`config.mk`:
```
export PLATFORM = sky130hd
export DESIGN_NAME = seq_det_ctrl
export DESIGN_NICKNAME = d
export VERILOG_FILES = /design/src/rtl/seq_det_pkg.sv /design/src/rtl/sat_counter.sv /design/src/rtl/seq_det_ctrl.sv
export SDC_FILE = /design/constraint.sdc
export NUM_CORES = 1
export LEC_CHECK = 0
export ABC_CLOCK_PERIOD_IN_PS = 2470
export CORE_UTILIZATION = 30
export DETAILED_ROUTE_END_ITERATION = 8
export GPL_ROUTABILITY_DRIVEN = 0
export PLACE_DENSITY = 0.63
export SKIP_LAST_GASP = 1
export SLEW_MARGIN = 40
export SYNTH_ARGS = -nofsm -noshare
export SYNTH_HDL_FRONTEND = slang
export SYNTH_HIERARCHICAL = 1
export SYNTH_SLANG_ARGS = --single-unit
```
`constraint.sdc`:
```
create_clock -name clk -period 2.47 [get_ports clk]
set_input_delay 0.247 -clock clk [delete_from_list [all_inputs] [get_ports clk]]
set_output_delay 0.247 -clock clk [all_outputs]
set_load 0.005 [all_outputs]
```
`src/rtl/seq_det_pkg.sv`:
```
// ---------------------------------------------------------------------------
// seq_det_pkg
// Shared definitions for the serial sequence-detector controller.
//   state_e   : controller FSM state encoding (also exported on dbg_state)
//   bitcnt_w  : width of the per-word bit counter for a given word width,
//               sized so the counter can hold the value WIDTH itself
// ---------------------------------------------------------------------------
package seq_det_pkg;

   typedef enum logic [2:0] {
      IDLE  = 3'd0,
      CLEAR = 3'd1,
      SHIFT = 3'd2,
      DRAIN = 3'd3,
      DONE  = 3'd4
   } state_e;

   localparam int STATE_W = 3;

   function automatic int bitcnt_w(input int width);
      return $clog2(width + 1);
   endfunction

endpackage

```
`src/rtl/sat_counter.sv`:
```
// ---------------------------------------------------------------------------
// sat_counter
// Up-counter that sticks at all-ones instead of wrapping.
// Ports:
//   clk      in   clock, rising edge
//   rst      in   asynchronous active-low reset (count -> 0)
//   clr      in   synchronous clear, wins over inc
//   inc      in   add one unless already saturated
//   count_o  out  registered count
// ---------------------------------------------------------------------------
module sat_counter #(
   parameter int WIDTH = 4
) (
   input  logic             clk,
   input  logic             rst,
   input  logic             clr,
   input  logic             inc,
   output logic [WIDTH-1:0] count_o
);

   logic [WIDTH-1:0] count_q;
   logic [WIDTH-1:0] count_d;

   always_comb begin
      count_d = count_q;
      if (clr) begin
         count_d = '0;
      end else if (inc && (count_q != {WIDTH{1'b1}})) begin
         count_d = count_q + {{(WIDTH-1){1'b0}}, 1'b1};
      end
   end

   always_ff @(posedge clk or negedge rst) begin
      if (!rst) begin
         count_q <= '0;
      end else begin
         count_q <= count_d;
      end
   end

   assign count_o = count_q;

endmodule

```
`src/rtl/seq_det_ctrl.sv`:
```
// ---------------------------------------------------------------------------
// seq_det_ctrl
// Feeds WIDTH-bit words MSB first into an external Moore sequence detector
// and counts how many times the detector fires per word and since reset.
// Ports:
//   clk        in   sole clock, rising edge
//   rst        in   asynchronous active-low reset
//   in_valid   in   word offered
//   in_data    in   word to scan, MSB first
//   in_ready   out  controller idle and able to take a word
//   det_clr    out  one-cycle clear to the detector before each word
//   det_din    out  serial bit to the detector
//   det_dout   in   detector output (one cycle behind det_din)
//   hit_count  out  detections in the last completed word (saturating)
//   hit_total  out  detections since reset (saturating)
//   busy       out  word in progress
//   done       out  one-cycle pulse when hit_count is final
//   dbg_state  out  current FSM state (seq_det_pkg::state_e encoding)
//
// Handshake: a word is taken on a rising edge where in_valid=1 and the
// controller is in IDLE (in_ready=1). in_valid is ignored while busy; there
// is no queuing, so the source must hold its word until in_ready is seen.
//
// Timeline from the accepting edge: cycle 1 CLEAR, cycles 2..WIDTH+1 SHIFT,
// cycle WIDTH+2 DRAIN, cycle WIDTH+3 DONE, then IDLE.
// ---------------------------------------------------------------------------
module seq_det_ctrl
   import seq_det_pkg::*;
#(
   parameter int WIDTH = 8,
   parameter int CNT_W = 4,
   parameter int TOT_W = 16
) (
   input  logic               clk,
   input  logic               rst,
   input  logic               in_valid,
   input  logic [WIDTH-1:0]   in_data,
   output logic               in_ready,
   output logic               det_clr,
   output logic               det_din,
   input  logic               det_dout,
   output logic [CNT_W-1:0]   hit_count,
   output logic [TOT_W-1:0]   hit_total,
   output logic               busy,
   output logic               done,
   output logic [STATE_W-1:0] dbg_state
);

   localparam int BC_W = bitcnt_w(WIDTH);
   localparam logic [BC_W-1:0] BC_FULL = BC_W'(WIDTH);
   localparam logic [BC_W-1:0] BC_ONE  = BC_W'(1);

   state_e           state_q, state_d;
   logic [WIDTH-1:0] shreg_q, shreg_d;
   logic [BC_W-1:0]  bitcnt_q, bitcnt_d;
   logic             det_din_q, det_din_d;
   logic             det_clr_q, det_clr_d;
   logic             done_q, done_d;
   logic             busy_q, busy_d;
   logic             in_ready_q, in_ready_d;

   logic             accept;
   logic             sample_en;
   logic             hit;

   // Next-state, datapath and (pre-registered) output logic.
   always_comb begin
      state_d   = state_q;
      shreg_d   = shreg_q;
      bitcnt_d  = bitcnt_q;
      accept    = 1'b0;
      sample_en = 1'b0;

      case (state_q)
         IDLE: begin
            if (in_valid) begin
               accept   = 1'b1;
               shreg_d  = in_data;
               bitcnt_d = BC_FULL;
               state_d  = CLEAR;
            end
         end
         CLEAR: begin
            state_d = SHIFT;
         end
         SHIFT: begin
            // The detector is one cycle behind det_din, so the first SHIFT
            // cycle still shows the cleared detector and is not sampled.
            sample_en = (bitcnt_q != BC_FULL);
            shreg_d   = {shreg_q[WIDTH-2:0], 1'b0};
            bitcnt_d  = bitcnt_q - BC_ONE;
            if (bitcnt_q == BC_ONE) begin
               state_d = DRAIN;
            end
         end
         DRAIN: begin
            // Picks up the detector's response to the last bit.
            sample_en = 1'b1;
            state_d   = DONE;
         end
         DONE: begin
            state_d = IDLE;
         end
         default: begin
            state_d = IDLE;
         end
      endcase

      // Outputs are registered: compute their value for the coming state.
      // Entering SHIFT from CLEAR the register is unshifted, so the MSB
      // goes out first.
      det_din_d  = (state_d == SHIFT) && shreg_d[WIDTH-1];
      det_clr_d  = (state_d == CLEAR);
      done_d     = (state_d == DONE);
      busy_d     = (state_d != IDLE);
      in_ready_d = (state_d == IDLE);
   end

   always_ff @(posedge clk or negedge rst) begin
      if (!rst) begin
         state_q    <= IDLE;
         shreg_q    <= '0;
         bitcnt_q   <= '0;
         det_din_q  <= 1'b0;
         det_clr_q  <= 1'b0;
         done_q     <= 1'b0;
         busy_q     <= 1'b0;
         in_ready_q <= 1'b1;
      end else begin
         state_q    <= state_d;
         shreg_q    <= shreg_d;
         bitcnt_q   <= bitcnt_d;
         det_din_q  <= det_din_d;
         det_clr_q  <= det_clr_d;
         done_q     <= done_d;
         busy_q     <= busy_d;
         in_ready_q <= in_ready_d;
      end
   end

   // det_dout outside the sampling window is a don't-care.
   assign hit = sample_en && det_dout;

   sat_counter #(.WIDTH(CNT_W)) u_hit_count (
      .clk     (clk),
      .rst     (rst),
      .clr     (accept),
      .inc     (hit),
      .count_o (hit_count)
   );

   sat_counter #(.WIDTH(TOT_W)) u_hit_total (
      .clk     (clk),
      .rst     (rst),
      .clr     (1'b0),
      .inc     (hit),
      .count_o (hit_total)
   );

   assign in_ready  = in_ready_q;
   assign det_clr   = det_clr_q;
   assign det_din   = det_din_q;
   assign busy      = busy_q;
   assign done      = done_q;
   assign dbg_state = state_q;

endmodule

```
==> impl_table.tex, run 1 <==
\begin{tabular}{lr}
\hline
Metric & Value \\
\hline
\multicolumn{2}{l}{\textbf{Outcome}} \\
\quad Run status & finished, final reports clean \\
\multicolumn{2}{l}{\textbf{Logic synthesis}} \\
\quad Share of synthesized cell area in and, or, nand and nor gates & 26.87\% \\
\quad Total number of yosys warnings & 6 \\
\quad Top flip-flop cell by instance count after synthesis & sky130\_fd\_sc\_hd\_\_dfrtp\_1 \\
\quad Yosys top cell area share & 44.12\% \\
\quad Post-Syn Area per Cell & 9.965 µm² \\
\quad Synth cell types & 52 \\
\quad Synth area leaders & sky130\_fd\_sc\_hd\_\_dfrtp\_1, sky130\_fd\_sc\_hd\_\_nor2b\_1, sky130\_fd\_sc\_hd\_\_a21oi\_1 \\
\quad Number of storage elements in the synthesis netlist & 40 \\
\quad Cell count after synthesis & 222 \\
\quad Sequential cell area fraction in the yosys report & 45.31\% \\
\quad Ys async rst share & 100.0\% \\
\quad Post-synthesis cell type with the largest combined area & sky130\_fd\_sc\_hd\_\_dfrtp\_1 \\
\quad Combinational family with the most area after synthesis & simple AND/OR/NAND/NOR gates \\
\quad Commonest cells in the netlist & sky130\_fd\_sc\_hd\_\_dfrtp\_1, sky130\_fd\_sc\_hd\_\_nor2b\_1, sky130\_fd\_sc\_hd\_\_a21oi\_1 \\
\quad Most frequent cell after synthesis & sky130\_fd\_sc\_hd\_\_dfrtp\_1 \\
\quad Share of synthesized area spent on multiplexers & 3.167\% \\
\quad Netlist Area Pre-Place & between 2000 and 2500 µm² \\
\quad Post-synth EDFFs & 0 \\
\quad Fraction of synthesized cell area in xor and xnor cells & 0.3959\% \\
\quad Synth Area in Compound Gates & 16.63\% \\
\quad Share of synthesized cell area in full adder, half adder and majority cells & 2.828\% \\
\multicolumn{2}{l}{\textbf{Layout}} \\
\quad Signed area change from the synthesized netlist to the final layout & 26.75\% \\
\quad Final core utilization & 40.38\% \\
\quad Flip-flop and latch area & roughly 1000 µm² \\
\quad \# nets final & 282 \\
\quad Total area of multi-input combinational cells & 1111 µm² \\
\quad Filler cells & around 700 \\
\quad Antenna diode count & 0 \\
\quad Fraction of final layout cells sized beyond drive strength 1 & 12.41\% \\
\multicolumn{2}{l}{\textbf{Power}} \\
\quad Maximum ir drop on the vdd rail & 0.0003977 V \\
\quad Final Total Pwr & around 2.4 mW \\
\quad Leakage power summed over all cells & 1.128 nW \\
\quad Pwr per Cell Area & 864.1 nW/µm² \\
\multicolumn{2}{l}{\textbf{Routing}} \\
\quad Highest metal layer with signal wires & met4 \\
\quad Number of vias in the routed layout & roughly 1,900 \\
\quad Vias per Instance & 5.188 \\
\quad Starting DRC count in detailed routing & 109 \\
\quad Average wire per cell in the routed design & $\sim$14 µm \\
\quad First drt pass iteration count & 4 \\
\quad Met3 routed wirelength & 180 µm \\
\quad Final wirelength & 4959 µm \\
\quad M1 wire length & 2405 µm \\
\quad Met2 wirelength from detailed routing & 2301 µm \\
\quad DRC violation count after routing & 0 \\
\quad Antenna Nets Post-Route & 0 \\
\multicolumn{2}{l}{\textbf{Clock tree}} \\
\quad CTS HTree Levels & 2 \\
\quad Clock tree sinks & 40 \\
\quad Clock Tree Root & sky130\_fd\_sc\_hd\_\_clkbuf\_8 \\
\quad Clock latency at the later pin of the worst-skew pair & 300 ps \\
\quad TritonCTS clock tree & done \\
\quad Clock Pin Slew Worst Setup and Hold Paths & 80 ps \\
\quad PostCTS Resize Cnt & 0 \\
\quad Maximum clock path buffer count & 2 \\
\quad Setup bufs post-CTS & 0 \\
\quad Total clock buffers created by CTS & 5 \\
\quad Number of buffers inserted for hold repair after clock tree synthesis & 1 \\
\multicolumn{2}{l}{\textbf{Worst setup path}} \\
\quad R2r startpoint & u\_hit\_total/count\_o[0] \\
\quad Element type at the critical path end & flop \\
\quad Crit path kind & flop to flop \\
\quad Worst EP required & approximately 2700 ps \\
\quad Crit path arrival time & 2350 ps \\
\quad R2r endpoint & u\_hit\_total/count\_o[15] \\
\quad R2R Setup Slk & 300 ps \\
\quad Critical Path Start Type & flop \\
\quad Worst Path Max Fanout & 13 \\
\quad End point of the critical path & u\_hit\_total/count\_o[15] \\
\quad Worst r2r path cells & 5 \\
\quad Critical path launch point & u\_hit\_total/count\_o[0] \\
\multicolumn{2}{l}{\textbf{Floorplan}} \\
\quad Die extent in x & 87.87 µm \\
\quad Number of primary I/O pins & 40 \\
\quad Die outline area & 7721 µm² \\
\quad Cell Rows & 30 \\
\quad Vert. Die Dim & 87.87 µm \\
\quad Initial cell density of the core & a little under a third \\
\quad Placeable core region & 6944 µm² \\
\multicolumn{2}{l}{\textbf{Global routing}} \\
\quad Overflow left after global routing & 0 \\
\quad Via count of the first global-routing pass & 1,841 \\
\quad Number of antenna violations at the first check in global routing & 0 \\
\quad Pin count of the biggest net entering global routing & 41 \\
\quad Global-route wire length before repair & 8611 µm \\
\quad Overall global routing resource usage & 14.29\% \\
\multicolumn{2}{l}{\textbf{STA}} \\
\quad Clk\_skew & 8.250 ps \\
\quad Time the worst path needs with I/O delays and setup & about 2200 ps \\
\quad Fin crit share & between 80 and 90\% \\
\quad Number of max-slew violations in the final report & 0 \\
\quad Final number of hold-violating endpoints & 0 \\
\quad Total negative setup slack & 0 ps \\
\quad Upper clock frequency limit & 460.3 MHz \\
\quad Normalized max-slew margin & 52.94\% \\
\quad Transition at the pin with the smallest max-transition slack & 700.6 ps \\
\quad Final number of setup-violating endpoints & 0 \\
\quad RSZ-0062 raised after global routing & false \\
\multicolumn{2}{l}{\textbf{Min path}} \\
\quad Class of the worst hold path & primary input to async pin \\
\multicolumn{2}{l}{\textbf{Job}} \\
\quad Number of maximum-capacitance constraint violations & 0 \\
\multicolumn{2}{l}{\textbf{Placement}} \\
\quad Count of buffers inserted at the top-level ports & 39 \\
\quad Detailed Place HPWL & 3350 µm \\
\hline
\end{tabular}
state kept, by name (all words and copies together), names as in the netlist:
signal and flops:
det_din 1, u_hit_total/count_o 16, done 1, dbg_state 3, shreg_q 8, busy 1, bitcnt_q 4, det_clr 1
in_ready 1, u_hit_count/count_o 4
logic make-up after synthesis:
kind of cell             after synthesis
AO/OA/AOI/OAI                         59
XOR/XNOR                               1
adder cells (fa/ha/maj)                5
buffers and inverters                 19
flip-flops                            40
multiplexers                           6
other                                  1
AND/OR/NAND/NOR                       91
per-layer routing:
layer / track usage (%) / vias up
met1: 19.02 / 919
met4: 5.663 / 0
met5: 0 / -
met3: 2.545 / 7
li1: - / 910
met2: 23.04 / 42
worst max-delay path, stage by stage (launching register included):
cell	delay, ps
sky130_fd_sc_hd__dfrtp_1	440
sky130_fd_sc_hd__ha_1	280
sky130_fd_sc_hd__nand4_2	150
sky130_fd_sc_hd__nor4_4	690
sky130_fd_sc_hd__nor4_1	160
sky130_fd_sc_hd__mux2_1	340
report_power, final:
group          internal, mW  leakage, nW  switching (mW)
clock                 0.228       0.0455           0.225
sequential            0.828        0.526           0.122
combinational         0.502        0.556           0.517
cell type report:
cell class              count  area share, %
multi-input cells         164          39.63
inverters                   6         0.8032
repair buffers             48          16.33
well taps                  96          4.284
flip-flops and latches     40          35.74
clock buffers               8          3.213
how the worst min path moves through the flow:
stage	startpoint	to	slack (ps)	cells past startpoint
2_1_floorplan	rst	bitcnt_q[0]	-50	0
3_3_place_gp	rst	u_hit_total/count_o[10]	450	1
3_5_place_dp	rst	u_hit_total/count_o[10]	270	1
4_1_cts	rst	u_hit_total/count_o[10]	480	2
5_1_grt	rst	u_hit_total/count_o[10]	530	2
6_report	rst	u_hit_total/count_o[10]	460	2
layout by cell type (no fill, tap or decap), types with 2 or more instances in the layout:
master,n
sky130_fd_sc_hd__a21oi_1,14
sky130_fd_sc_hd__a22oi_1,7
sky130_fd_sc_hd__a31oi_1,10
sky130_fd_sc_hd__and2_1,2
sky130_fd_sc_hd__and3_1,2
sky130_fd_sc_hd__and3b_1,2
sky130_fd_sc_hd__and4_2,2
sky130_fd_sc_hd__buf_4,9
sky130_fd_sc_hd__clkbuf_1,2
sky130_fd_sc_hd__clkbuf_8,6
sky130_fd_sc_hd__clkdlybuf4s50_1,38
sky130_fd_sc_hd__conb_1,2
sky130_fd_sc_hd__dfrtp_1,39
sky130_fd_sc_hd__ha_1,5
sky130_fd_sc_hd__inv_1,6
sky130_fd_sc_hd__mux2_1,4
sky130_fd_sc_hd__nand2_1,10
sky130_fd_sc_hd__nand2b_1,3
sky130_fd_sc_hd__nand3_1,3
sky130_fd_sc_hd__nand3b_1,4
sky130_fd_sc_hd__nand4_1,8
sky130_fd_sc_hd__nor2_1,11
sky130_fd_sc_hd__nor2b_1,15
sky130_fd_sc_hd__nor3_1,4
sky130_fd_sc_hd__nor4_1,4
sky130_fd_sc_hd__o21ai_0,4
sky130_fd_sc_hd__o21ai_1,12
sky130_fd_sc_hd__o31ai_1,7
sky130_fd_sc_hd__or3_1,2
sky130_fd_sc_hd__or4_1,5
sky130_fd_sc_hd__or4_2,2
per-stage QoR:
step | instance area (µm²) | setup WS, ps | hold WS [ps] | cells
detailed placement | 2704 | 213.0 | 267.8 | 353
global route | 2804 | 137.7 | 534.7 | 362
finish | 2804 | 297.5 | 462.2 | 362
floorplan | 2216 | 254.3 | -48.59 | 223
CTS | 2804 | 312.3 | 484.6 | 362
global placement | 2701 | 238.1 | 446.9 | 353
(Power assumes the default switching activity.)
==> run 2, diff against run 1 <==
--- a/config.mk
+++ b/config.mk
@@ -5,12 +5,13 @@
 export SDC_FILE = /design/constraint.sdc
 export NUM_CORES = 1
 export LEC_CHECK = 0
+export ABC_AREA = 0
 export ABC_CLOCK_PERIOD_IN_PS = 2470
 export CORE_UTILIZATION = 30
 export DETAILED_ROUTE_END_ITERATION = 8
 export GPL_ROUTABILITY_DRIVEN = 0
+export HOLD_SLACK_MARGIN = 0.05
 export PLACE_DENSITY = 0.63
-export SKIP_LAST_GASP = 1
 export SLEW_MARGIN = 40
 export SYNTH_ARGS = -nofsm -noshare
 export SYNTH_HDL_FRONTEND = slang
==> results of run 2 <==
No change in the layout: final DEF, timing and power equal those of run 1.
==> run 3, diff against run 2 <==
--- a/config.mk
+++ b/config.mk
@@ -11,9 +11,9 @@
 export DETAILED_ROUTE_END_ITERATION = 8
 export GPL_ROUTABILITY_DRIVEN = 0
 export HOLD_SLACK_MARGIN = 0.05
+export MAX_ROUTING_LAYER = met4
 export PLACE_DENSITY = 0.63
 export SLEW_MARGIN = 40
 export SYNTH_ARGS = -nofsm -noshare
 export SYNTH_HDL_FRONTEND = slang
-export SYNTH_HIERARCHICAL = 1
 export SYNTH_SLANG_ARGS = --single-unit
==> constraint.sdc (replaced) <==
create_clock -name clk -period 2.47 [get_ports clk]
set_input_delay 0.247 -clock clk [delete_from_list [all_inputs] [get_ports clk]]
set_output_delay 0.247 -clock clk [all_outputs]
set_load 0.01 [all_outputs]
==> run 3 against run 2 <==
  * Worst setup slack better by 340 ps
  * Sequential cell count did not move
  * Highest routed layer unchanged
  * Combinational power fell by 11%
  * Maximum frequency is 19% higher
  * First-iteration DRC count is 46% lower
==> impl_table.tex, run 3 <==
\begin{tabular}{lr}
\hline
Metric & Value \\
\hline
\multicolumn{2}{l}{\textbf{Floorplan}} \\
\quad Die extent in x & 82.66 µm (was 87.87 µm) \\
\quad Vert. Die Dim & 82.66 µm (was 87.87 µm) \\
\quad Placeable core region & 6314 µm² (was 6944 µm²) \\
\quad Initial cell density of the core & 30.92\% (was 31.86\%) \\
\quad Die outline area & 6833 µm² (was 7721 µm²) \\
\quad Number of primary I/O pins & 40 (unchanged) \\
\quad Cell Rows & 29 (was 30) \\
\multicolumn{2}{l}{\textbf{Worst setup path}} \\
\quad Crit path kind & flop to flop (unchanged) \\
\quad Critical path launch point & u\_hit\_total.count\_o[0] (was u\_hit\_total/count\_o[0]) \\
\quad Maximum single-stage delay on the critical path & 420 ps (was 690 ps) \\
\quad Crit path arrival time & 2010 ps (was 2350 ps) \\
\quad Worst Path Max Fanout & 7 (was 13) \\
\quad Ordered cell list for the critical path & ha\_1 -> nand3\_1 -> nor4\_2 -> buf\_4 -> nor2\_1 -> mux2\_2 (was ha\_1 -> nand4\_2 -> nor4\_4 -> nor4\_1 -> mux2\_1) \\
\quad Element type at the critical path end & flop (unchanged) \\
\quad Critical Path Start Type & flop (unchanged) \\
\quad Worst EP required & 2650 ps (about the same) \\
\quad R2r startpoint & u\_hit\_total.count\_o[0] (was u\_hit\_total/count\_o[0]) \\
\quad Total buffers and inverters traversed by the critical path & 1 (was 0) \\
\quad CP top delay family & simple AND/OR/NAND/NOR gates (unchanged) \\
\quad Crit path max-delay cell type & sky130\_fd\_sc\_hd\_\_dfrtp\_1 (was sky130\_fd\_sc\_hd\_\_nor4\_4) \\
\multicolumn{2}{l}{\textbf{Routing}} \\
\quad Final wirelength & 3738 µm (was 4959 µm) \\
\quad Average wire per cell in the routed design & 12.67 µm (was 13.70 µm) \\
\quad DRC violation count after routing & 0 (unchanged) \\
\quad Number of vias in the routed layout & 1,458 (was 1,878) \\
\quad Antenna Nets Post-Route & 0 (unchanged) \\
\quad First drt pass iteration count & 6 (was 4) \\
\quad Vias per Instance & 4.942 (was 5.188) \\
\quad Starting DRC count in detailed routing & 59 (was 109) \\
\multicolumn{2}{l}{\textbf{Logic synthesis}} \\
\quad Post-Syn Area per Cell & 11.15 µm² (was 9.965 µm²) \\
\quad Number of storage elements in the synthesis netlist & 40 (unchanged) \\
\quad Share of synthesized cell area in full adder, half adder and majority cells & 3.205\% (was 2.828\%) \\
\quad Synth area leaders & sky130\_fd\_sc\_hd\_\_dfrtp\_1, sky130\_fd\_sc\_hd\_\_xor2\_1, sky130\_fd\_sc\_hd\_\_nand2\_1 (was sky130\_fd\_sc\_hd\_\_dfrtp\_1, sky130\_fd\_sc\_hd\_\_nor2b\_1, sky130\_fd\_sc\_hd\_\_a21oi\_1) \\
\quad Synth cell types & 40 (was 52) \\
\quad Net count after synthesis & 192 \\
\quad Most frequent cell after synthesis & sky130\_fd\_sc\_hd\_\_dfrtp\_1 (unchanged) \\
\quad Total number of yosys warnings & 0 (was 6) \\
\quad Yosys top cell area share & 50.00\% (was 44.12\%) \\
\quad Synth Area in Compound Gates & 5.769\% (was 16.63\%) \\
\quad Commonest cells in the netlist & sky130\_fd\_sc\_hd\_\_dfrtp\_1, sky130\_fd\_sc\_hd\_\_nand2\_1, sky130\_fd\_sc\_hd\_\_xor2\_1 (was sky130\_fd\_sc\_hd\_\_dfrtp\_1, sky130\_fd\_sc\_hd\_\_nor2b\_1, sky130\_fd\_sc\_hd\_\_a21oi\_1) \\
\quad Netlist Area Pre-Place & 1952 µm² (was 2212 µm²) \\
\quad Share of synthesized area spent on multiplexers & 1.090\% (was 3.167\%) \\
\quad Post-synthesis cell type with the largest combined area & sky130\_fd\_sc\_hd\_\_dfrtp\_1 (unchanged) \\
\quad Top flip-flop cell by instance count after synthesis & sky130\_fd\_sc\_hd\_\_dfrtp\_1 (unchanged) \\
\quad Post-synth EDFFs & 0 (unchanged) \\
\quad Cell count after synthesis & 175 (was 222) \\
\quad Share of synthesized cell area in and, or, nand and nor gates & 26.35\% (was 26.87\%) \\
\quad Fraction of synthesized cell area in xor and xnor cells & 8.526\% (was 0.3959\%) \\
\quad Combinational family with the most area after synthesis & simple AND/OR/NAND/NOR gates (unchanged) \\
\quad Ys async rst share & 100.0\% (unchanged) \\
\quad Sequential cell area fraction in the yosys report & 51.35\% (was 45.31\%) \\
\multicolumn{2}{l}{\textbf{Placement}} \\
\quad Count of buffers inserted at the top-level ports & 39 (unchanged) \\
\quad Post-Place Setup Slack & 657.0 ps (was 213.0 ps) \\
\quad Detailed Place HPWL & 2610 µm (was 3350 µm) \\
\multicolumn{2}{l}{\textbf{STA}} \\
\quad Fin crit share & 74.13\% (was 87.95\%) \\
\quad Transition at the pin with the smallest max-transition slack & 592.4 ps (was 700.6 ps) \\
\quad Total negative setup slack & 0 ps (unchanged) \\
\quad RSZ-0062 raised after global routing & false (unchanged) \\
\quad Clk\_skew & 3.077 ps (was 8.250 ps) \\
\quad Upper clock frequency limit & 546.1 MHz (was 460.3 MHz) \\
\quad Tightest hold margin & 462.3 ps (was 462.2 ps) \\
\quad Final number of setup-violating endpoints & 0 (unchanged) \\
\quad Final critical-path setup slack & 638.9 ps (was 297.5 ps) \\
\quad Normalized max-slew margin & 60.36\% (was 52.94\%) \\
\quad Final number of hold-violating endpoints & 0 (unchanged) \\
\quad Time the worst path needs with I/O delays and setup & 1831 ps (was 2172 ps) \\
\quad Number of max-slew violations in the final report & 0 (unchanged) \\
\multicolumn{2}{l}{\textbf{Min path}} \\
\quad Class of the worst hold path & primary input to async pin (unchanged) \\
\multicolumn{2}{l}{\textbf{Global routing}} \\
\quad Via count of the first global-routing pass & 1,403 (was 1,841) \\
\quad Pin count of the biggest net entering global routing & 41 (unchanged) \\
\quad Overflow left after global routing & 0 (unchanged) \\
\quad Global-route wire length before repair & 6244 µm (was 8611 µm) \\
\quad Number of antenna violations at the first check in global routing & 0 (unchanged) \\
\quad Overall global routing resource usage & 12.42\% (was 14.29\%) \\
\multicolumn{2}{l}{\textbf{Job}} \\
\quad Number of maximum-capacitance constraint violations & 0 (unchanged) \\
\multicolumn{2}{l}{\textbf{Layout}} \\
\quad Fraction of final layout cells sized beyond drive strength 1 & 11.01\% (was 12.41\%) \\
\quad Max reg flops & 16 (unchanged) \\
\quad Antenna diode count & 0 (unchanged) \\
\quad Commonest non-fill, non-tap cells in the layout & sky130\_fd\_sc\_hd\_\_dfrtp\_1, sky130\_fd\_sc\_hd\_\_clkdlybuf4s50\_1, sky130\_fd\_sc\_hd\_\_nand2\_1, sky130\_fd\_sc\_hd\_\_xor2\_1, sky130\_fd\_sc\_hd\_\_nor2\_1 (was sky130\_fd\_sc\_hd\_\_dfrtp\_1, sky130\_fd\_sc\_hd\_\_clkdlybuf4s50\_1, sky130\_fd\_sc\_hd\_\_nor2b\_1, sky130\_fd\_sc\_hd\_\_a21oi\_1, sky130\_fd\_sc\_hd\_\_o21ai\_1) \\
\quad \# nets final & 234 (was 282) \\
\quad Most frequent standard cell in the layout excluding fill and tap cells & sky130\_fd\_sc\_hd\_\_dfrtp\_1 (unchanged) \\
\quad Signed area change from the synthesized netlist to the final layout & 28.14\% (was 26.75\%) \\
\multicolumn{2}{l}{\textbf{Clock tree}} \\
\quad Clock Tree Root & sky130\_fd\_sc\_hd\_\_clkbuf\_8 (unchanged) \\
\quad Clock tree sinks & 40 (unchanged) \\
\quad Maximum clock path buffer count & 2 (unchanged) \\
\quad TritonCTS clock tree & done (unchanged) \\
\quad Clock Pin Slew Worst Setup and Hold Paths & 70 ps (was 80 ps) \\
\quad PostCTS Resize Cnt & 0 (unchanged) \\
\quad Clock latency at the later pin of the worst-skew pair & 290 ps (was 300 ps) \\
\quad Setup bufs post-CTS & 0 (unchanged) \\
\quad Number of buffers inserted for hold repair after clock tree synthesis & 1 (unchanged) \\
\quad Total clock buffers created by CTS & 5 (unchanged) \\
\quad CTS HTree Levels & 2 (unchanged) \\
\multicolumn{2}{l}{\textbf{Power}} \\
\quad Leakage power summed over all cells & 1.127 nW (was 1.128 nW) \\
\quad Pwr per Cell Area & 963.1 nW/µm² (was 864.1 nW/µm²) \\
\quad Maximum ir drop on the vdd rail & 0.0003581 V (was 0.0003977 V) \\
\multicolumn{2}{l}{\textbf{Outcome}} \\
\quad Run status & finished, final reports clean (unchanged) \\
\hline
\end{tabular}
-- run 3: changes by cell type in the layout (fill, tap and decap cells not counted), moves of 4 or more --
cell	delta
sky130_fd_sc_hd__xor2_1	+17
sky130_fd_sc_hd__nor2b_1	-14
sky130_fd_sc_hd__a21oi_1	-13
sky130_fd_sc_hd__o21ai_1	-12
sky130_fd_sc_hd__nand2_1	+10
sky130_fd_sc_hd__a31oi_1	-8
sky130_fd_sc_hd__o31ai_1	-7
sky130_fd_sc_hd__buf_4	-5
sky130_fd_sc_hd__nand3_1	+5
sky130_fd_sc_hd__or4_1	-5
sky130_fd_sc_hd__and4_1	+4
sky130_fd_sc_hd__mux2_1	-4
sky130_fd_sc_hd__nand3b_1	-4
sky130_fd_sc_hd__nor3_1	+4
-- run 3: cells by family after synthesis --
kind of cell	count (synthesis)
flops	40
xor+xnor	19
fa+ha+maj	5
compound gates	17
buf+inv	12
simple gates	80
mux	2
-- run 3: worst register-to-register path, stage by stage, from the launching register on --
cell and delay [ps]:
sky130_fd_sc_hd__dfrtp_1 420, sky130_fd_sc_hd__ha_1 190, sky130_fd_sc_hd__nand3_1 190, sky130_fd_sc_hd__nor4_2 360, sky130_fd_sc_hd__buf_4 210, sky130_fd_sc_hd__nor2_1 70
sky130_fd_sc_hd__mux2_2 280
-- run 3: through the flow --
stage                     utilization (%)  instances  power [mW]  area (µm²)
final                               39.62        295       2.409        2501
after global routing                39.62        295       2.605        2501
after CTS                           39.62        295       2.441        2501
after detailed placement            38.03        286       1.978        2401
after global placement              37.99        286       1.963        2399
after floorplan                         -        175       1.647        1952
-- run 3: path summary, 6_finish.rpt --
check,to,cells after the start,slack (ps)
min in group clk,shreg_q[1],2,480
worst min-delay path,u_hit_total.count_o[15],2,460
worst max register to register,u_hit_total.count_o[1],6,640
max in group asynchronous,shreg_q[1],2,1640
worst min register to register,shreg_q[1],2,480
worst max-delay path,u_hit_total.count_o[1],6,640
-- run 3: cell type report --
cell class	instances	area (µm²)
Clock buffer	8	90.09
Multi-Input combinational cell	123	877.1
Timing Repair Buffer	43	420.4
Inverter	4	15.01
Tap cell	77	96.34
Fill cell	644	3812
Sequential cell	40	1002
-- run 3: routing by layer --
metal | track usage (%) | vias up | share of wire, %
li1 | - | 707 | -
met3 | 2.637 | 6 | 4.1
met4 | 4.655 | 0 | 1.1
met5 | - | - | 0
met2 | 19.59 | 29 | 48
met1 | 15.61 | 716 | 46
-- run 3: where the power goes --
part / internal [mW] / switching, mW
clock: 0.228 / 0.217
sequential: 0.854 / 0.204
combinational: 0.465 / 0.441
==> RTL edit 1, RTL diff (config.mk and constraints of run 2) <==
`CNT_W`: 4 -> 6.
--- a/src/rtl/seq_det_ctrl.sv
+++ b/src/rtl/seq_det_ctrl.sv
@@ -28,7 +28,7 @@
    import seq_det_pkg::*;
 #(
    parameter int WIDTH = 8,
-   parameter int CNT_W = 4,
+   parameter int CNT_W = 6,
    parameter int TOT_W = 16
 ) (
    input  logic               clk,
Interface: changed (resized hit_count); port bits go from 40 to 42. The function was not compared with the original's and may differ.
==> RTL edit 1 against run 2 <==
- sequential cell count up 2
- power up 7.9%
- cell area is 5.3% higher
- critical endpoint is now u_hit_total/count_o[2]$_DFFE_PN0P_
- critical path type unchanged
- synthesized area is 5.3% higher
- core utilization is 0.31 points lower
- wire length rose by 7.6%
- worst setup slack improved by 0.014 ns
==> RTL edit 1: results (changes against run 2) <==
[status]
status=finished clean  ; unchanged

[global_route]
met3_usage_in_global_routing_pct=2.88  ; was 2.54%
grt_max_degree=43  ; was 41
fraction_of_met1_tracks_used_by_global_routing_pct=19.0  ; about the same
globalRouteMet2Util_pct=21.2  ; was 23.0%
gr-usage-all-layers_pct=13.8  ; was 14.3%
wire_length_of_the_first_global_routing_pass_um=9080  ; was 8610 um

[setup_path]
cp_slowest_cell=sky130_fd_sc_hd__or4_2  ; was sky130_fd_sc_hd__nor4_4
startpoint=bitcnt_q[0]$_DFFE_PN0P_  ; was u_hit_total/count_o[0]$_DFFE_PN0P_
crit-reg2reg-capture=u_hit_total/count_o[2]$_DFFE_PN0P_  ; was u_hit_total/count_o[15]$_DFFE_PN0P_
crit_fanout=22  ; was 13
critPathArrivalTime_ns=2.37  ; was 2.35 ns

[yosys]
syn_area_per_cell_sq_um=9.82  ; was 9.96 sq um
synth_seq_area_share_pct=45.2  ; was 45.3%
synth.area.top_cells=sky130_fd_sc_hd__dfrtp_1 44%, sky130_fd_sc_hd__nor2b_1 3.8%, sky130_fd_sc_hd__a31oi_1 3.2%, sky130_fd_sc_hd__a21oi_1 2.8%, sky130_fd_sc_hd__ha_1 2.7%  ; was sky130_fd_sc_hd__dfrtp_1 44%, sky130_fd_sc_hd__nor2b_1 4.2%, sky130_fd_sc_hd__a21oi_1 3.2%, sky130_fd_sc_hd__a31oi_1 2.8%, sky130_fd_sc_hd__ha_1 2.8%
synthAdderAreaFrac_pct=2.69  ; was 2.83%
yosys-mux-area-fraction_pct=1.93  ; was 3.17%

[routing]
detailroute.wirelength.met2_um=2350  ; was 2300 um
drt_wl_total_um=5340  ; was 4960 um
dr.first_iter.drc_count=132  ; was 109
met3_wirelength_um=248  ; was 180 um
route.layer.met1.wl_um=2660  ; was 2410 um
wl_per_cell_um=14.0  ; was 13.7 um
vias_per_cell=5.27  ; was 5.19

[sta]
worst_clock_skew_ns=0.0117  ; was 0.00825 ns
relSlewSlack_pct=56.2  ; was 52.9%
final_period_minus_worst_setup_slack_ns=2.16  ; was 2.17 ns

[cells_and_area]
fraction_of_layout_instances_using_a_drive_strength_above_1_pct=11.0  ; was 12.4%
nets=298  ; was 282

[pwr]
switching_share_pct=35.9  ; was 35.7%
clk-power_uw=548  ; was 453 uW
total_leakage_power_uw=0.00117  ; was 0.00113 uW
max-vdd-ir-drop_mv=0.452  ; was 0.398 mV
p_seq_share_pct=38.4  ; was 39.2%

[place]
placement.setup.worst_slack_ns=0.229  ; was 0.213 ns
place_hpwl_um=3610  ; was 3350 um

[RTL edit 1: cell types whose count changed after synthesis, sizes merged, moves of 2 or more]
cell    before  now
nor3b        1    3
o311ai       0    2
inv          6    8
nand2       10   13
a211oi       1    3
nand2b       3    1
a31oi       10   12
nor2b       16   14
nand3        3    5
dfrtp       39   41
[RTL edit 1: per-stage QoR]
| stage | hold WS [ns] | instance area [sq um] |
|---|---|---|
| 6_report | 0.469 | 2950 |
| 5_1_grt | 0.523 | 2950 |
| 4_1_cts | 0.495 | 2950 |
| 3_5_place_dp | 0.278 | 2830 |
| 3_3_place_gp | 0.466 | 2830 |
| 2_1_floorplan | -0.0486 | 2330 |
[RTL edit 1: layout make-up]
class	instances	area [sq um]
Clock inverter	2	37.5
Fill cell	727	4420
Clock buffer	6	72.6
Tap cell	99	124
Timing Repair Buffer	50	478
Sequential cell	42	1050
Inverter	8	30.0
Multi-Input combinational cell	174	1160
==> RTL edit 2, RTL diff (flow settings as in run 2) <==
Made on the original files. Put a register stage on the output `hit_count`, cleared by the reset. The value now appears one clock later. The other outputs are not delayed to match. Comments in the files are not updated.
--- a/src/rtl/seq_det_ctrl.sv
+++ b/src/rtl/seq_det_ctrl.sv
@@ -49,6 +49,8 @@
    localparam int BC_W = bitcnt_w(WIDTH);
    localparam logic [BC_W-1:0] BC_FULL = BC_W'(WIDTH);
    localparam logic [BC_W-1:0] BC_ONE  = BC_W'(1);
+
+   logic [CNT_W-1:0] hit_count_d;
 
    state_e           state_q, state_d;
    logic [WIDTH-1:0] shreg_q, shreg_d;
@@ -146,7 +148,7 @@
       .rst     (rst),
       .clr     (accept),
       .inc     (hit),
-      .count_o (hit_count)
+      .count_o (hit_count_d)
    );
 
    sat_counter #(.WIDTH(TOT_W)) u_hit_total (
@@ -164,5 +166,13 @@
    assign done      = done_q;
    assign dbg_state = state_q;
 
+   always_ff @(posedge clk or negedge rst) begin
+      if (!rst) begin
+         hit_count <= '0;
+      end else begin
+         hit_count <= hit_count_d;
+      end
+   end
+
 endmodule
 
Formal check against the unedited RTL: not equivalent (Yosys sat finds a counterexample within 10 cycles, from zero or initial values and one cycle with rst low).
==> RTL edit 2 against run 2 <==
- via count rose by 2.1%
- cell area increased by 4.0%
- core utilization decreased by 0.82 points
- power grew 3.8%
- synthesized area grew 4.5%
- wire length is 0.10% lower
- count of clock-buffer cells in the layout fell by 2
- synthesized cell count rose by 1.8%
- worst setup slack improved by 0.083 ns
- sequential cell count grew 4
- hold slack lost 0.0078 ns
==> RTL edit 2: results (changes against run 2) <==
[routing]
dr.first_iter.drc_count=81  ; was 109
drt_wl_total_um=4950  ; was 4960 um
drt-pass1-iter-count=4  ; unchanged
vias_per_cell=5.18  ; was 5.19

[cells_and_area]
fraction_of_layout_instances_using_a_drive_strength_above_1_pct=13.3  ; was 12.4%
nets=287  ; was 282
final.fill_count=745  ; was 694

[place]
place_hpwl_um=3490  ; was 3350 um
place_area_sq_um=2810  ; was 2700 sq um

[yosys]
synth_seq_area_share_pct=47.7  ; was 45.3%
synth.area.top_cells=sky130_fd_sc_hd__dfrtp_1 47%, sky130_fd_sc_hd__nor2b_1 4.1%, sky130_fd_sc_hd__a21oi_1 3.0%, sky130_fd_sc_hd__a31oi_1 2.7%, sky130_fd_sc_hd__ha_1 2.7%  ; was sky130_fd_sc_hd__dfrtp_1 44%, sky130_fd_sc_hd__nor2b_1 4.2%, sky130_fd_sc_hd__a21oi_1 3.2%, sky130_fd_sc_hd__a31oi_1 2.8%, sky130_fd_sc_hd__ha_1 2.8%
synth_common_cells=43 x sky130_fd_sc_hd__dfrtp_1, 15 x sky130_fd_sc_hd__nor2b_1, 14 x sky130_fd_sc_hd__a21oi_1  ; was 39 x sky130_fd_sc_hd__dfrtp_1, 15 x sky130_fd_sc_hd__nor2b_1, 14 x sky130_fd_sc_hd__a21oi_1

[pwr]
max-vdd-ir-drop_mv=0.346  ; was 0.398 mV
total_leakage_power_uw=0.00119  ; was 0.00113 uW

[setup_path]
register_to_register_setup_slack_ns=0.38  ; was 0.30 ns
r2r-start=u_hit_total/count_o[0]$_DFFE_PN0P_  ; unchanged
critPathArrivalTime_ns=2.28  ; was 2.35 ns

[global_route]
gr-usage-all-layers_pct=13.1  ; was 14.3%
grt_max_degree=25  ; was 41
wire_length_of_the_first_global_routing_pass_um=8540  ; was 8610 um
first_global_vias=1780  ; was 1,841

[status]
status=finished clean  ; unchanged

[worst_hold_path]
min_path_type=flop to flop  ; was input pin to asynchronous set/reset pin

[sta]
worst_clock_skew_ns=0.0111  ; was 0.00825 ns
whs_ns=0.454  ; was 0.462 ns
worstMarginPinSlew_ns=0.625  ; was 0.701 ns

-- RTL edit 2: cell types whose count changed after synthesis, sizes merged --
cell,change
dfrtp,+4
-- RTL edit 2: cell type report --
| type | count | area share, % |
|---|---|---|
| tap | 99 | 4.25 |
| clock inverter | 2 | 0.343 |
| clock buffer | 6 | 2.83 |
| timing repair buffer | 49 | 15.9 |
| sequential | 44 | 37.8 |
| inverter | 6 | 0.773 |
| multi-input combinational | 164 | 38.1 |
-- RTL edit 2: worst max-delay path, stage by stage (launching register included) --
cell                      delay [ns]
sky130_fd_sc_hd__dfrtp_1        0.45
sky130_fd_sc_hd__ha_1           0.25
sky130_fd_sc_hd__nand4_2        0.15
sky130_fd_sc_hd__nor4_4         0.63
sky130_fd_sc_hd__nor4_1         0.16
sky130_fd_sc_hd__mux2_1         0.33
-- RTL edit 2: how the worst max path moves through the flow --
stage	startpoint	end	slack (ns)
2_1_floorplan	dbg_state[1]$_DFF_PN0_	u_hit_total/count_o[3]$_DFFE_PN0P_	0.25
3_3_place_gp	det_dout	u_hit_total/count_o[3]$_DFFE_PN0P_	0.26
4_1_cts	bitcnt_q[0]$_DFFE_PN0P_	u_hit_total/count_o[3]$_DFFE_PN0P_	0.36
6_report	u_hit_total/count_o[0]$_DFFE_PN0P_	u_hit_total/count_o[15]$_DFFE_PN0P_	0.38
3_5_place_dp	det_dout	u_hit_total/count_o[3]$_DFFE_PN0P_	0.21
5_1_grt	bitcnt_q[0]$_DFFE_PN0P_	u_hit_total/count_o[3]$_DFFE_PN0P_	0.17
-- RTL edit 2: logic make-up after synthesis --
kind of cell / share of synthesized area [%]
AO/OA/AOI/OAI: 15.9
adder cells (fa/ha/maj): 2.71
other: 0.162
buffers and inverters: 4.44
flip-flops: 47.7
multiplexers: 3.03
AND/OR/NAND/NOR: 25.7
XOR/XNOR: 0.379
-- RTL edit 2: where the power goes --
group,switching [uW],leakage (uW),total [uW],internal (uW)
Sequential,126,0.000580,1030,906
Combinational,507,0.000560,1010,498
Clock,252,0.0000510,476,224
-- RTL edit 2: per-layer routing --
layer / global-route usage [%] / routed length, um / up-vias
li1: - / - / 918
met1: 17.6 / 2330 / 933
met4: 3.69 / 57 / 0
met3: 3.30 / 249 / 7
met5: 0 / 0 / -
met2: 21.0 / 2320 / 59
-- RTL edit 2: metrics by stage --
stage	utilization (%)	instances
final	39.6	370
after detailed placement	38.2	361
after CTS	39.6	370
after global routing	39.6	370
after floorplan	-	227
after global placement	38.2	361
